**src/rtl/lcd_ddram_mirror.sv**
```systemverilog
// lcd_ddram_mirror: passive sniffer of an HD44780-style 8-bit, 2-line LCD bus.
// It decodes writes into a 32-byte shadow of the visible DDRAM
// (line 1 at 0x00-0x0F, line 2 at 0x40-0x4F) and exposes a registered read port.
// Optional macro LCD_MIRROR_CKSUM_EN: maintain ddram_sum, the mod-256 sum of all
// shadow bytes; when undefined, ddram_sum is tied to zero.
module lcd_ddram_mirror #(
    parameter int SYNC_STAGES = 2,
    parameter int COLS        = 16
) (
    input  logic       CLOCK_50,
    input  logic       rst,
    input  logic       lcd_en,
    input  logic       lcd_rs,
    input  logic       lcd_rw,
    input  logic [7:0] lcd_data,
    input  logic [4:0] rd_addr,
    output logic [7:0] rd_char,
    output logic [6:0] addr_cnt,
    output logic       entry_inc,
    output logic       disp_on,
    output logic       busy,
    output logic       cmd_pulse,
    output logic       frame_done,
    output logic       drop_pulse,
    output logic [7:0] ddram_sum
);

    localparam int DEPTH = 2 * COLS;

    localparam logic [0:0] ST_IDLE = 1'b0;
    localparam logic [0:0] ST_FILL = 1'b1;

    logic [SYNC_STAGES-1:0] en_sh;
    logic [SYNC_STAGES-1:0] rs_sh;
    logic [SYNC_STAGES-1:0] rw_sh;
    logic [7:0]             data_sh [SYNC_STAGES];
    logic                   en_d;

    logic       en_sync;
    logic       rs_sync;
    logic       rw_sync;
    logic [7:0] data_sync;
    logic       wr_req;

    logic [0:0] state;
    logic [4:0] fill_idx;
    logic       cg_mode;
    logic [7:0] mem [DEPTH];

    logic       data_hit;
    logic [6:0] addr_next;
    logic       wr_en;
    logic [4:0] wr_idx;
    logic [7:0] wr_val;

    assign en_sync   = en_sh[SYNC_STAGES-1];
    assign rs_sync   = rs_sh[SYNC_STAGES-1];
    assign rw_sync   = rw_sh[SYNC_STAGES-1];
    assign data_sync = data_sh[SYNC_STAGES-1];

    // Falling edge of the synchronised enable with rw=0 is a bus write.
    assign wr_req   = en_d & ~en_sync & ~rw_sync;
    assign data_hit = (addr_cnt[5:4] == 2'b00);
    assign busy     = (state == ST_FILL);

    // Synchronise every LCD input and keep a delayed copy of enable.
    always_ff @(posedge CLOCK_50) begin
        if (rst) begin
            en_sh <= '0;
            rs_sh <= '0;
            rw_sh <= '0;
            en_d  <= 1'b0;
            for (int unsigned i = 0; i < SYNC_STAGES; i++) begin
                data_sh[i] <= '0;
            end
        end else begin
            en_sh      <= {en_sh[SYNC_STAGES-2:0], lcd_en};
            rs_sh      <= {rs_sh[SYNC_STAGES-2:0], lcd_rs};
            rw_sh      <= {rw_sh[SYNC_STAGES-2:0], lcd_rw};
            en_d       <= en_sync;
            data_sh[0] <= lcd_data;
            for (int unsigned i = 1; i < SYNC_STAGES; i++) begin
                data_sh[i] <= data_sh[i-1];
            end
        end
    end

    // Address counter step over the two 40-byte line ranges, wrapping between them.
    always_comb begin
        addr_next = addr_cnt;
        if (entry_inc) begin
            case (addr_cnt)
                7'h27:   addr_next = 7'h40;
                7'h67:   addr_next = 7'h00;
                default: addr_next = addr_cnt + 7'd1;
            endcase
        end else begin
            case (addr_cnt)
                7'h00:   addr_next = 7'h67;
                7'h40:   addr_next = 7'h27;
                default: addr_next = addr_cnt - 7'd1;
            endcase
        end
    end

    // Single shadow write port: fill has priority, otherwise a visible data write.
    always_comb begin
        wr_en  = 1'b0;
        wr_idx = '0;
        wr_val = '0;
        if (state == ST_FILL) begin
            wr_en  = 1'b1;
            wr_idx = fill_idx;
            wr_val = 8'h20;
        end else if (wr_req && rs_sync && !cg_mode && data_hit) begin
            wr_en  = 1'b1;
            wr_idx = {addr_cnt[6], addr_cnt[3:0]};
            wr_val = data_sync;
        end
    end

    // Shadow storage; contents are defined by the fill that follows every reset.
    always_ff @(posedge CLOCK_50) begin
        if (wr_en) begin
            mem[wr_idx] <= wr_val;
        end
    end

    // Registered read port.
    always_ff @(posedge CLOCK_50) begin
        if (rst) begin
            rd_char <= '0;
        end else begin
            rd_char <= mem[rd_addr];
        end
    end

    // Control: fill sequencing, instruction decode and mirrored LCD registers.
    always_ff @(posedge CLOCK_50) begin
        if (rst) begin
            state      <= ST_FILL;
            fill_idx   <= '0;
            addr_cnt   <= '0;
            entry_inc  <= 1'b1;
            disp_on    <= 1'b0;
            cg_mode    <= 1'b0;
            cmd_pulse  <= 1'b0;
            frame_done <= 1'b0;
            drop_pulse <= 1'b0;
        end else begin
            cmd_pulse  <= 1'b0;
            frame_done <= 1'b0;
            drop_pulse <= 1'b0;
            if (state == ST_FILL) begin
                fill_idx <= fill_idx + 5'd1;
                if (fill_idx == 5'd31) begin
                    state <= ST_IDLE;
                end
                if (wr_req) begin
                    drop_pulse <= 1'b1;
                end
            end else if (wr_req) begin
                if (rs_sync) begin
                    if (cg_mode) begin
                        drop_pulse <= 1'b1;
                    end else begin
                        addr_cnt <= addr_next;
                        if (addr_cnt == 7'h4F) begin
                            frame_done <= 1'b1;
                        end
                    end
                end else if (data_sync != 8'h00) begin
                    cmd_pulse <= 1'b1;
                    casez (data_sync)
                        8'b1???????: begin
                            if (data_sync[5:0] >= 6'h28) begin
                                drop_pulse <= 1'b1;
                            end else begin
                                addr_cnt <= data_sync[6:0];
                                cg_mode  <= 1'b0;
                            end
                        end
                        8'b01??????: cg_mode   <= 1'b1;
                        8'b00001???: disp_on   <= data_sync[2];
                        8'b000001??: entry_inc <= data_sync[1];
                        8'b0000001?: begin
                            addr_cnt <= '0;
                            cg_mode  <= 1'b0;
                        end
                        8'b00000001: begin
                            addr_cnt  <= '0;
                            entry_inc <= 1'b1;
                            cg_mode   <= 1'b0;
                            state     <= ST_FILL;
                            fill_idx  <= '0;
                        end
                        default: ; // function set / shift: no mirrored state
                    endcase
                end
            end
        end
    end

`ifdef LCD_MIRROR_CKSUM_EN
    logic [7:0] sum_q;

    // Incremental checksum; held at zero through a fill since 32*0x20 wraps to 0.
    always_ff @(posedge CLOCK_50) begin
        if (rst || state == ST_FILL) begin
            sum_q <= '0;
        end else if (wr_en) begin
            sum_q <= sum_q + wr_val - mem[wr_idx];
        end
    end

    assign ddram_sum = sum_q;
`else
    assign ddram_sum = '0;
`endif

endmodule

```
**config.mk**
```make
export PLATFORM = sky130hd
export DESIGN_NAME = lcd_ddram_mirror
export DESIGN_NICKNAME = d
export VERILOG_FILES = /design/src/rtl/lcd_ddram_mirror.sv
export SDC_FILE = /design/constraint.sdc
export NUM_CORES = 1
export LEC_CHECK = 0
export BUFFER_PORTS_ARGS = -buffer_cell sky130_fd_sc_hd__buf_2
export CAP_MARGIN = 20
export CORE_UTILIZATION = 50
export CTS_CLUSTER_DIAMETER = 60
export DETAILED_ROUTE_END_ITERATION = 6
export PLACE_DENSITY = 0.72
export SETUP_SLACK_MARGIN = 0.4
export SLEW_MARGIN = 5
export SYNTH_ARGS = -nofsm -noshare
export SYNTH_HDL_FRONTEND = slang
export SYNTH_SLANG_ARGS = --single-unit
```
**constraint.sdc**
```tcl
create_clock -name CLOCK_50 -period 6.1 [get_ports CLOCK_50]
set_input_delay 0.61 -clock CLOCK_50 [delete_from_list [all_inputs] [get_ports CLOCK_50]]
set_output_delay 0.61 -clock CLOCK_50 [all_outputs]
set_load 0.01 [all_outputs]
```
# Word level (Yosys, flattened, before mapping)
# Memories as Yosys holds them, arrays and structs flattened. A register that Yosys moved wholly into a read port is not among the register bits.
# Cells that the tools add are included.
# Widths: inputs -> output; s select.
totals:
  regBits: 26
  latchBits: 0
  ram_bits: 272
  rom_bits: 0
  out_inout_bits: 29
  wordCells: 109
  mem_count: 2
mem_list:
  columns: ["name", "depth", "word_bits", "read_ports", "rd_clocked_by_memory_dff", "write_ports", "line_no", "text"]
  rows:
  - ["mem", 32, 8, 1, 1, 1, "48", "logic [7:0] mem [DEPTH];"]
  - ["data_sh", 2, 8, 2, 0, 2, "36", "logic [7:0] data_sh [SYNC_STAGES];"]
op_classes:
  addsub: 3
  multipliers: 0
  n_div: 0
  magnitude_cmp: 1
  eq_ne: 14
  shift: 0
  muxes: 45
  bitwise: 9
  n_reduce_logical: 22
ops:
  columns: ["operator", "count"]
  rows:
  - ["$pmux 7 s2", 3]
  - ["$mux 5", 7]
  - ["$mux 7", 5]
  - ["$mux 8", 4]
  - ["$mux 1", 24]
  - ["$eq 7x7->1 const B", 3]
  - ["$reduce_and 6->1", 2]
  - ["$reduce_and 5->1", 2]
  - ["$reduce_bool 2->1", 5]
  - ["$eq 8x1->1 const B", 1]
  - ["$reduce_bool 8->1", 1]
  - ["$add 7x1->7 const B", 1]
  - ["$eq 7x1->1 const B", 1]
  - ["$eq 7x6->1 const B", 1]
  - ["$logic_not 7->1", 1]
  - ["$sub 7x1->7 const B", 1]
  - ["$eq 6x1->1 const B", 1]
  - ["$ge 6x6->1 const B", 1]
  - ["$reduce_bool 3->1", 2]
  - ["$add 5x1->5 const B", 1]
  - ["$eq 5x1->1 const B", 1]
  - ["$eq 5x5->1 const B", 1]
  - ["$not 1->1", 5]
  - ["$reduce_or 5->1", 1]
  - ["other kinds (14)", 19]

# Longest topological paths before layout
# Gate-level depths: netlist of run 1.
depth:
  depth_word: 10
  ltp_mapped: 7
  ltp_nobuf: 7

# Worst setup path before layout of run 1
# OpenSTA, ideal clock, no wires.
synth_timing:
  path_type: "reg-to-reg"
  from: "register addr_cnt[4]"
  to: "memory mem[0][5], data pin"
  setup_time_ns: 0.454
  t_arrival_ns: 2.395
  setup_slack_ns: 3.251
  stages_incl_launch_ff: 5
  cell_sequence: "dfxtp_1 > clkbuf_1 > nor4b_1 > nand3_1 > o21ai_0"
synth_between:
  elab_chain_len: 4
synth_rtl:
  columns: ["item", "line_no", "text"]
  rows:
  - ["from (decl)", "18", "output logic [6:0] addr_cnt,"]
  - ["from (signal assigned)", "167", "addr_cnt <= addr_next;"]
  - ["from (signal assigned)", "179", "addr_cnt <= data_sync[6:0];"]
  - ["$logic_not 2->1", "63", "assign data_hit = (addr_cnt[5:4] == 2'b00);"]
  - ["$logic_and 1x1->1", "115", "end else if (wr_req && rs_sync && !cg_mode && data_hit) begin"]
  - ["$mux 8", "115", null]
  - ["$mux 8", "111", "if (state == ST_FILL) begin"]
  - ["named net wr_val[5]", "54", "logic [7:0] wr_val;"]
  - ["to (decl)", "48", null]
# The timed path passes the listed nets, and every way through them passes these cells.

# Worst setup path in the final report of run 1
layout_timing:
  from: "register rs_sh[1]"
  to: "memory mem[5][6], enable pin"
layout_between:
  elab_chain_len: 7
layout_rtl:
  columns: ["item", "line_no", "text"]
  rows:
  - ["from (decl)", "34", "logic [SYNC_STAGES-1:0] rs_sh;"]
  - ["from (signal assigned)", "78", "rs_sh <= {rs_sh[SYNC_STAGES-2:0], lcd_rs};"]
  - ["$logic_and 1x1->1 * (3 in a row)", "115", null]
  - ["$mux 1", "115", null]
  - ["$mux 1", "111", null]
  - ["$mux 1", "124", "if (wr_en) begin"]
  - ["$mux 1 (not written as such)", "125", "mem[wr_idx] <= wr_val;"]
# Mark *: on every way between the ends. The rest lies on a longest branch, timed or not.

==> results.cfg, run 1 <==
[worst_hold_path]
hold_path_class = primary input to register
hold_depth = 2
min_to = data_sh[0][7]
hp-start = lcd_data[7]

[synth]
ys_top_cells_by_area = edfxtp_1 63%, mux4_2 13%, dfxtp_1 8.2%
synth_ff_type = edfxtp_1
yosysWarnings = 0
synth_cell_types = 57
avgSynthCellArea_um2 = 17.42
syn_inst = 699
seq_area_frac_synth_pct = 71.35
ys_ff_latch = 306
synth-edff-count = 256
async_flop_share_pct = 0
yosys.area.top_type = edfxtp_1
yosysTopAreaCellShare_pct = 63.13
syn-cell-area_um2 = 12180

[worst_setup_path]
crit_path_end_kind = register
required_ns = 6.26
crit_type = register to register
reg2reg_slack_ns = 2.83
crit_chain = nor4b_1 -> buf_4 -> nand3_1 -> o21ai_0 -> or3b_1 -> nor2_1
slowest_delay_ns = 0.75
crit_fanout = 18
cp.buffers_inverters = 1
worstRegToRegCells = 6
regToRegEndpoint = mem[5][6]
critical-path-top-delay-family = simple AND/OR/NAND/NOR gates
arrival_ns = 3.43
cp_slowest_cell = nor2_1
start_kind = register
r2r_start = rs_sh[1]

[global_routing]
grt_max_degree = 54
grt_pass1_vias = 6464
grt_pass1_wl_um = 38830
grt.overflow.total = 0
grt_util_all_layers_pct = 21.25
antenna_found_initial = 0

[pwr]
power.share.sequential_pct = 54.7
netSwitchingFraction_pct = 20.06
intPower_w = 0.003329
clkPwrFrac_pct = 41.8
vdd_ir_drop_max_v = 0.0002248
p_comb_share_pct = 3.5
power_w = 0.004164
p_per_area_nw_per_um2 = 305.6
p_sw_w = 0.0008352
p_leak_nw = 4.936

[sta]
worst_pin_slew_ns = 1.021
setup_violations = 0
fin_skew_ns = 0.01010
rsz0062_at_grt = false
maxSlewHeadroom_pct = 31.92
maxSlewViolCount = 0
hold_viol_final = 0
maxClockFrequency_mhz = 306.0
finalWorstSetupSlack_ns = 2.832
period_share_pct = 53.57
setup_tns_ns = 0
timing.final.crit_period_ns = 3.268

[routing]
ant_nets = 0
num_vias = 6553
highest-signal-layer = met4
route.met3.wl_um = 2057
drtIter0Drc = 546
drc = 0
avgViaCountPerCell = 6.045
wl_met1_um = 10260
first_pass_iters = 5
wl_per_cell_um = 23.43
routed_wl_um = 25400
wl_met2_um = 12400

[die]
fp-row-count = 56
initial_core_util_pct = 51.42
design.die.area_um2 = 24980
ios = 47
die_w_um = 158.1
die_y_um = 158.1
core_area_um2 = 23680

[placement]
place_ws_ns = 2.840
dp.cells = 1025
place_congestion = 0.8922
dp_hpwl_um = 16100
portBuffers = 38

[cts]
cts.sinks = 306
h-tree-depth = 1
cts.repair.resized = 0
cts_tree = built
cts_buffers = 30
cts.path.max_buffers = 3
cts_hold_buffers = 0
worstSkewPairLatency_ns = 0.55
cts_setup_buffers = 0
clockRootBuffer = clkbuf_16
path_clk_slew_ns = 0.06

[layout]
final_cells = 1084
syn_to_final_growth_pct = 11.89
drive_above_1_share_pct = 21.83
fill_cells = 1775
diodes = 0
nets = 764

[flow_run]
drv_cap = 0

[status]
status = completed
==> power groups by stage <==
stage               logic [W]  registers [W]  clock network (W)
CTS                  0.000145        0.00228            0.00176
floorplan            0.000109        0.00232                  0
global placement     0.000141        0.00232                  0
finish               0.000144        0.00228            0.00174
detailed placement   0.000145        0.00232                  0
global route         0.000155        0.00228            0.00185
==> cells in the mapped netlist (9+ instances only) <==
master / instances
inv_1: 14
buf_4: 14
nand2_1: 22
nor2_1: 61
mux4_2: 72
dfxtp_1: 50
nor2b_1: 35
o22ai_1: 10
a211oi_1: 9
edfxtp_1: 256
clkbuf_1: 21
a21oi_1: 11
o21ai_0: 9
==> per-stage QoR <==
stage | util [%] | cell area [µm²] | hold WS, ns
floorplan | - | 12200 | 0.4138
global placement | 53.26 | 12610 | 0.4224
detailed placement | 53.33 | 12630 | 0.4204
CTS | 57.29 | 13570 | 0.2509
global route | 57.53 | 13620 | 0.2750
finish | 57.53 | 13620 | 0.2738
==> cells in the final DEF, fill, tap and decap left out, types with 3 or more instances in the layout <==
master     synthesis  routed
inv_1             14      14
a21oi_1           11      11
o22ai_1           10      10
a221oi_1           5       5
xnor2_1            4       4
mux2i_1            4       4
buf_4             14       7
dfxtp_1           50      50
or3_1              3       3
clkinv_1           0      10
a211oi_1           9       9
and3_1             8       8
nand3_1            8       8
a2111oi_0          8       8
ha_1               5       5
buf_2              6      37
nand2b_1           4       4
clkinv_2           0       3
nor2_1            61      61
nand3b_1           3       3
o31ai_1            4       4
nor3_1             6       6
a31oi_1            4       4
nand2_1           22      22
buf_8              0       3
clkbuf_1          21       7
edfxtp_1         256     256
o21ai_0            9       8
or2_2              3       3
a21boi_0           3       3
nor2b_1           35      35
conb_1             1       8
mux4_2            72      72
clkbuf_16          0      31
==> registers in the layout, indices dropped and copies added (netlist names) <==
register / flops
addr_cnt: 7
busy: 1
cg_mode: 1
cmd_pulse: 1
data_sh: 16
disp_on: 1
drop_pulse: 1
en_d: 1
en_sh: 2
entry_inc: 1
fill_idx: 5
frame_done: 1
mem: 256
rd_char: 8
rs_sh: 2
rw_sh: 2
==> routing by layer <==
metal,up-vias,GRT usage (%)
met3,51,3.258
met4,0,7.189
li1,2845,-
met5,-,0
met2,325,34.80
met1,3332,29.23
==> cell families (layout without fill, tap and decap cells) <==
kind of cell	count (synthesis)	in the layout	share of synthesized area (%)
mux	76	76	13.65
flops	306	306	71.35
other cells	1	8	0.03080
xor+xnor	5	5	0.3596
buf+inv	59	118	2.312
compound gates	78	78	4.521
fa+ha+maj	5	5	0.5138
simple gates	169	169	7.265
==> how the worst max path moves through the flow <==
stage	from	to	cells after the start
after floorplan	addr_cnt[4]	mem[0][5]	4
after global placement	rd_addr[1]	rd_char[4]	6
after detailed placement	rd_addr[1]	rd_char[4]	6
after CTS	rs_sh[1]	mem[5][5]	6
after global routing	rs_sh[1]	mem[5][0]	6
final	rs_sh[1]	mem[5][6]	6
==> final cells by class <==
| type | count | area (µm²) | area share, % |
|---|---|---|---|
| multi-input cells | 341 | 3237 | 23.76 |
| well taps | 319 | 399.1 | 2.930 |
| inverters | 14 | 52.55 | 0.3857 |
| flip-flops and latches | 306 | 8688 | 63.77 |
| repair buffers | 48 | 310.3 | 2.278 |
| clock buffers | 38 | 802.0 | 5.887 |
| clock inverters | 18 | 135.1 | 0.9918 |
==> worst register-to-register path, cell delays in order (launching register included) <==
cell and delay, ns:
dfxtp_1 0.68, nor4b_1 0.32, buf_4 0.21, nand3_1 0.19, o21ai_0 0.25, or3b_1 0.49, nor2_1 0.75
(Power assumes the default switching activity.)
==> inputs of run 2 (changes only) <==
--- a/config.mk
+++ b/config.mk
@@ -10,7 +10,7 @@
 export CORE_UTILIZATION = 50
 export CTS_CLUSTER_DIAMETER = 60
 export DETAILED_ROUTE_END_ITERATION = 6
-export PLACE_DENSITY = 0.72
+export PLACE_DENSITY = 0.74
 export SETUP_SLACK_MARGIN = 0.4
 export SLEW_MARGIN = 5
 export SYNTH_ARGS = -nofsm -noshare
==> constraint.sdc (replaced) <==
create_clock -name CLOCK_50 -period 2.9 [get_ports CLOCK_50]
set_input_delay 0.29 -clock CLOCK_50 [delete_from_list [all_inputs] [get_ports CLOCK_50]]
set_output_delay 0.29 -clock CLOCK_50 [all_outputs]
set_load 0.01 [all_outputs]
==> run 2 against run 1 <==
Routed wire length grew 3.0%. Worst hold slack lost 0.094 ns. Clock power grew 140%. Register-to-register slack lost 2.4 ns. Sequential share of layout area shrank 2.9 points. Die area is the same. Flip-flop and latch count is the same. Count of clock-buffer cells in the layout grew 4. Total power grew 130%. Core utilization grew 2.7 points. Non-clock buffer count grew 54. Sequential power grew 110%. Largest power group unchanged. Highest routed layer unchanged.
==> results.cfg, run 2 (synthesized netlist as in run 1, its figures left out) <==
[status]
status = completed

[worst_setup_path]
regToRegEndpoint = mem[6][0]
crit_fanout = 11
crit_type = register to register
worstRegToRegCells = 7
r2r_start = addr_cnt[5]
required_ns = 3.17
reg2reg_slack_ns = 0.48
arrival_ns = 2.69
crit_path_end_kind = register
start_kind = register

[sta]
setup_violations = 0
setup_tns_ns = 0
rsz0062_at_grt = false
timing.final.crit_period_ns = 2.421
fin_skew_ns = 0.01130
maxSlewHeadroom_pct = 31.77
period_share_pct = 83.50
maxSlewViolCount = 0
hold_viol_final = 0
maxClockFrequency_mhz = 413.0
worst_pin_slew_ns = 1.024

[global_routing]
grt_pass1_vias = 6942
antenna_found_initial = 0
grt.overflow.total = 0
grt_util_all_layers_pct = 22.01
grt_pass1_wl_um = 40250
grt_max_degree = 65

[layout]
final_cell_mix = 256 x edfxtp_1, 72 x mux4_2, 59 x nor2_1, 52 x buf_4, 49 x dfxtp_1
syn_to_final_growth_pct = 17.15
top_register = mem
top_regs = mem x256, data_sh x16, rd_char x8
fill_cells = 1725
diodes = 0
largest_register_ffs = 256
seq_area_um2 = 8690
final_common_cell = edfxtp_1
nets = 818
multi_input_area_um2 = 3266
drive_above_1_share_pct = 28.69
final_cells = 1138
postLayoutCoreUtil_pct = 60.23
final_cell_area_um2 = 14260

[flow_run]
drv_cap = 0

[cts]
cts.path.max_buffers = 3
cts_setup_buffers = 0
path_clk_slew_ns = 0.07
worstSkewPairLatency_ns = 0.56
clockRootBuffer = clkbuf_16
cts_tree = built
h-tree-depth = 1
cts_buffers = 30
cts.sinks = 306

[routing]
num_vias = 6749
routed_wl_um = 26150
first_pass_iters = 5
drc = 0
wl_per_cell_um = 22.98
avgViaCountPerCell = 5.931
ant_nets = 0
drtIter0Drc = 762

[die]
die_y_um = 158.1
design.die.area_um2 = 24980
core_area_um2 = 23680
fp-row-count = 56
ios = 47
initial_core_util_pct = 51.42
die_w_um = 158.1

[pwr]
power.share.sequential_pct = 51.0
p_comb_share_pct = 3.7
vdd_ir_drop_max_v = 0.0004605
p_per_area_nw_per_um2 = 658.0
intPower_w = 0.007536
netSwitchingFraction_pct = 19.71
p_sw_w = 0.001850
power_w = 0.009386
p_leak_nw = 5.322
clkPwrFrac_pct = 45.3

[placement]
place_congestion = 0.8484
portBuffers = 38
place_area_um2 = 12990
dp_hpwl_um = 16470
dp.cells = 1071

[worst_hold_path]
hold_depth = 2
min_to = rd_char[7]
hp-start = rd_addr[4]
hold_path_class = primary input to register
==> run 2: area by class of cell <==
class	count	share of cell area [%]
Clock inverter	14	1.351
Multi-Input combinational cell	341	22.89
Clock buffer	42	6.587
Tap cell	319	2.798
Inverter	14	0.3684
Timing Repair Buffer	102	5.087
Sequential cell	306	60.92
==> run 2: repair_timing <==
item	CTS	global route
cloned	0	0
endpoints found under the setup margin	5	253
hold endpoints to repair	11	0
hold buffers	11	0
resized for setup	1	8
==> run 2: worst max path at each step <==
stage,start,to,cells past startpoint
2_1_floorplan,addr_cnt[4],mem[16][0],7
3_3_place_gp,addr_cnt[4],mem[6][3],7
3_5_place_dp,addr_cnt[4],mem[14][3],7
4_1_cts,addr_cnt[4],mem[6][0],7
5_1_grt,addr_cnt[5],mem[22][4],8
6_report,addr_cnt[5],mem[6][0],7
==> run 2: metrics by stage <==
step / setup WS [ns] / hold slack (ns)
final: 0.4786 / 0.1798
after global placement: 0.4644 / 0.4184
after floorplan: 0.3922 / 0.4138
after global routing: 0.2503 / 0.1546
after CTS: 0.4049 / 0.1473
after detailed placement: 0.4103 / 0.4204
==> run 2: critical path: stages (launching register included) <==
cell	delay (ns)
dfxtp_1	0.43
nor4b_2	0.27
buf_4	0.20
nand3_1	0.20
o21ai_0	0.24
or3b_4	0.45
nor2_1	0.14
buf_4	0.20
==> run 2: per-layer routing <==
metal / vias to the layer above / track usage, % / share of wire [%] / wire (µm)
met1: 3418 / 29.91 / 41 / 10670
met5: - / 0 / 0 / 0
met2: 330 / 37.09 / 49 / 12940
met4: 0 / 6.364 / 2.6 / 671
met3: 47 / 3.203 / 7.2 / 1874
li1: 2954 / - / - / -
==> run 2: power by group through the flow <==
stage,combinational [W],clock (W),sequential [W]
final,0.000346,0.00425,0.00479
after global routing,0.000372,0.00447,0.00479
after CTS,0.000343,0.00430,0.00479
after detailed placement,0.000330,0,0.00488
after global placement,0.000322,0,0.00488
after floorplan,0.000230,0,0.00487
==> inputs of run 3 (changes only) <==
--- a/config.mk
+++ b/config.mk
@@ -5,6 +5,7 @@
 export SDC_FILE = /design/constraint.sdc
 export NUM_CORES = 1
 export LEC_CHECK = 0
+export ABC_AREA = 1
 export BUFFER_PORTS_ARGS = -buffer_cell sky130_fd_sc_hd__buf_2
 export CAP_MARGIN = 20
 export CORE_UTILIZATION = 50
==> constraint.sdc (replaced) <==
create_clock -name CLOCK_50 -period 2.05 [get_ports CLOCK_50]
set_input_delay 0.205 -clock CLOCK_50 [delete_from_list [all_inputs] [get_ports CLOCK_50]]
set_output_delay 0.205 -clock CLOCK_50 [all_outputs]
set_load 0.01 [all_outputs]
==> run 3 against run 2 <==
Routed wire length up 26%. Setup slack worse by 0.42 ns. Die area up 4.5%. Final cell count up 46%. Final area up 11%. Global-route usage increased by 1.4 points. Worst hold slack got worse by 0.039 ns. Sequential share of layout area down 5.7 points. First-iteration DRC count grew 40%. Count of clock-buffer cells in the layout decreased by 7.
==> results.cfg, run 3 <==
[flow_run]
drv_cap = 0

[synth]
async_flop_share_pct = 0
syn_inst = 1219
synthTopCellsByCount = 319 x nand2_1, 256 x edfxtp_1, 183 x nand3_1, 147 x nor2_1, 58 x o21ai_0
synth-simple-area-share_pct = 21.95
synthAdderAreaFrac_pct = 0.4915
yosysTopAreaCellShare_pct = 60.40
synth_top_family_by_area = simple AND/OR/NAND/NOR gates
synth_compound_area_share_pct = 4.433
synth_ff_type = edfxtp_1
yosys.area.top_type = edfxtp_1
yosysWarnings = 0
yosysMostFrequentCell = nand2_1
seq_area_frac_synth_pct = 68.26
synth-edff-count = 256
ys_ff_latch = 306
post_synth_xor_area_fraction_pct = 0.3440
ys_top_cells_by_area = edfxtp_1 60%, nand2_1 9.4%, dfxtp_1 7.9%
syn-cell-area_um2 = 12730
synth_cell_types = 33
synth_mux_area_share_pct = 0
avgSynthCellArea_um2 = 10.44

[worst_setup_path]
critical-path-top-delay-family = simple AND/OR/NAND/NOR gates
worstRegToRegCells = 9
crit_chain = nor2_4 -> nand3_2 -> nor2_4 -> nand2_4 -> o21ai_4 -> inv_4 -> nor2_4 -> nand2_4 -> nor2_4
cp.buffers_inverters = 1
slowest_delay_ns = 0.35
crit_fanout = 8
cp_slowest_cell = dfxtp_4
r2r_start = addr_cnt[5]
arrival_ns = 2.23
cp_common_cell = nor2_4
cp-startpoint = addr_cnt[5]
crit_path_end_kind = register
regToRegEndpoint = mem[27][4]
cp.depth = 9
crit_type = register to register
crit_end = mem[27][4]
reg2reg_slack_ns = 0.06
start_kind = register
required_ns = 2.29

[placement]
portBuffers = 38
dp_hpwl_um = 18530
place_ws_ns = 0.04722
dp.cells = 1562
place_congestion = 0.9026

[cts]
cts_buffers = 31
cts_tree = built
worstSkewPairLatency_ns = 0.57
h-tree-depth = 1
cts.sinks = 306
cts.path.max_buffers = 3
path_clk_slew_ns = 0.06
clockRootBuffer = clkbuf_16

[layout]
final_cells = 1666
drive_above_1_share_pct = 18.26
top_regs = mem x256, data_sh x16, rd_char x8
fill_cells = 1891
final_common_cell = nand2_1
diodes = 0
nets = 1337
largest_register_ffs = 256
top_register = mem
final_cell_mix = 312 x nand2_1, 256 x edfxtp_1, 176 x nand3_1, 107 x nor2_1, 55 x o21ai_0
syn_to_final_growth_pct = 23.85

[sta]
fin_skew_ns = 0.02278
maxSlewViolCount = 0
rsz0062_at_grt = true
maxSlewHeadroom_pct = 64.45
hold_viol_final = 0
worst_pin_slew_ns = 0.5326
setup_violations = 0
period_share_pct = 97.16
maxClockFrequency_mhz = 502.1
timing.hold.ws_ns = 0.1406
finalWorstSetupSlack_ns = 0.05823
timing.final.crit_period_ns = 1.992

[routing]
num_vias = 9356
avgViaCountPerCell = 5.616
drtIter0Drc = 1068
routed_wl_um = 32880
ant_nets = 0
first_pass_iters = 6
drc = 0
wl_per_cell_um = 19.74

[global_routing]
grt.overflow.total = 0
antenna_found_initial = 0
grt_max_degree = 108
grt_pass1_vias = 8620
grt_util_all_layers_pct = 23.39
grt_pass1_wl_um = 46730

[pwr]
vdd_ir_drop_max_v = 0.0006936
p_per_area_nw_per_um2 = 810.9
p_leak_nw = 5.921
power_w = 0.01278

[die]
design.die.area_um2 = 26100
initial_core_util_pct = 50.69
core_area_um2 = 25110
die_y_um = 161.6
die_w_um = 161.6
ios = 47
fp-row-count = 58

[worst_hold_path]
hold_depth = 3
hold_path_class = primary input to register

[status]
status = completed
run 3: changes by cell type after synthesis, moves of 8 or more:
cell,previous run,this run
a211oi_1,9,1
buf_2,6,34
o21ai_0,9,58
a21oi_1,11,29
mux4_2,72,0
inv_1,14,55
nand2_1,22,319
a2111oi_0,8,0
nor2_1,61,147
and3_1,8,0
nand3_1,8,183
nor2b_1,35,0
run 3: worst reg2reg max path, delay by kind of cell, from the launching register on:
kind                   cells  cell delay (ns)
and+or+nand+nor            7             1.07
DFF                        1             0.35
AOI/OAI and AO/OA          1             0.19
buffers and inverters      1             0.07
run 3: timing repair:
item,in CTS,in global routing
hold endpoints to repair,11,0
pin swaps,27,17
cloned,0,14
buffers inserted,16,8
resized for setup,25,50
hold buffers,11,0
setup endpoints to repair,279,520
run 3: final cells by class:
type                            count  area (µm²)  area share (%)
Multi-Input combinational cell    788        4029           25.56
Sequential cell                   306        8703           55.21
Tap cell                          330       412.9           2.619
Inverter                           63       271.5           1.722
Clock buffer                       35       790.8           5.016
Timing Repair Buffer              124        1435           9.104
Clock inverter                     20       121.4          0.7699
run 3: per-layer routing:
layer | global-route usage, % | vias up | wire length, µm
met4 | 6.647 | 0 | 825
li1 | - | 4337 | -
met3 | 3.621 | 75 | 3160
met1 | 31.52 | 4451 | 12830
met2 | 39.38 | 493 | 16070
met5 | 0 | - | 0
run 3: worst min-delay path by stage:
stage | start | endpoint
floorplan | lcd_data[0] | data_sh[0][0]
global placement | data_sh[0][1] | data_sh[0][9]
detailed placement | data_sh[0][5] | data_sh[0][13]
CTS | rd_addr[3] | rd_char[1]
global route | rd_addr[3] | rd_char[1]
finish | rd_addr[3] | rd_char[1]
run 3: cells by family (layout without fill, tap and decap cells):
family                   count (synthesis)  after routing
AO/OA/AOI/OAI                          105            105
XOR/XNOR                                 5              5
adder cells (fa/ha/maj)                  5              5
buffers and inverters                  132            242
flip-flops                             306            306
other                                    1              8
AND/OR/NAND/NOR                        665            665
run 3: power breakdown:
group | switching, W | leakage, nW | internal (W) | total (W)
clock | 0.00228 | 0.455 | 0.00287 | 0.00515
combinational | 0.000581 | 2.70 | 0.000282 | 0.000863
sequential | 0.0000300 | 2.76 | 0.00674 | 0.00677
total | 0.00289 | 5.92 | 0.00989 | 0.0128
run 3: through the flow:
step,area (µm²),util [%],TNS [ns]
final,15760,62.78,0
after detailed placement,13860,55.19,0
after CTS,15140,60.29,0
after global placement,13860,55.19,0
after global routing,15760,62.78,-0.6065
after floorplan,13180,-,0
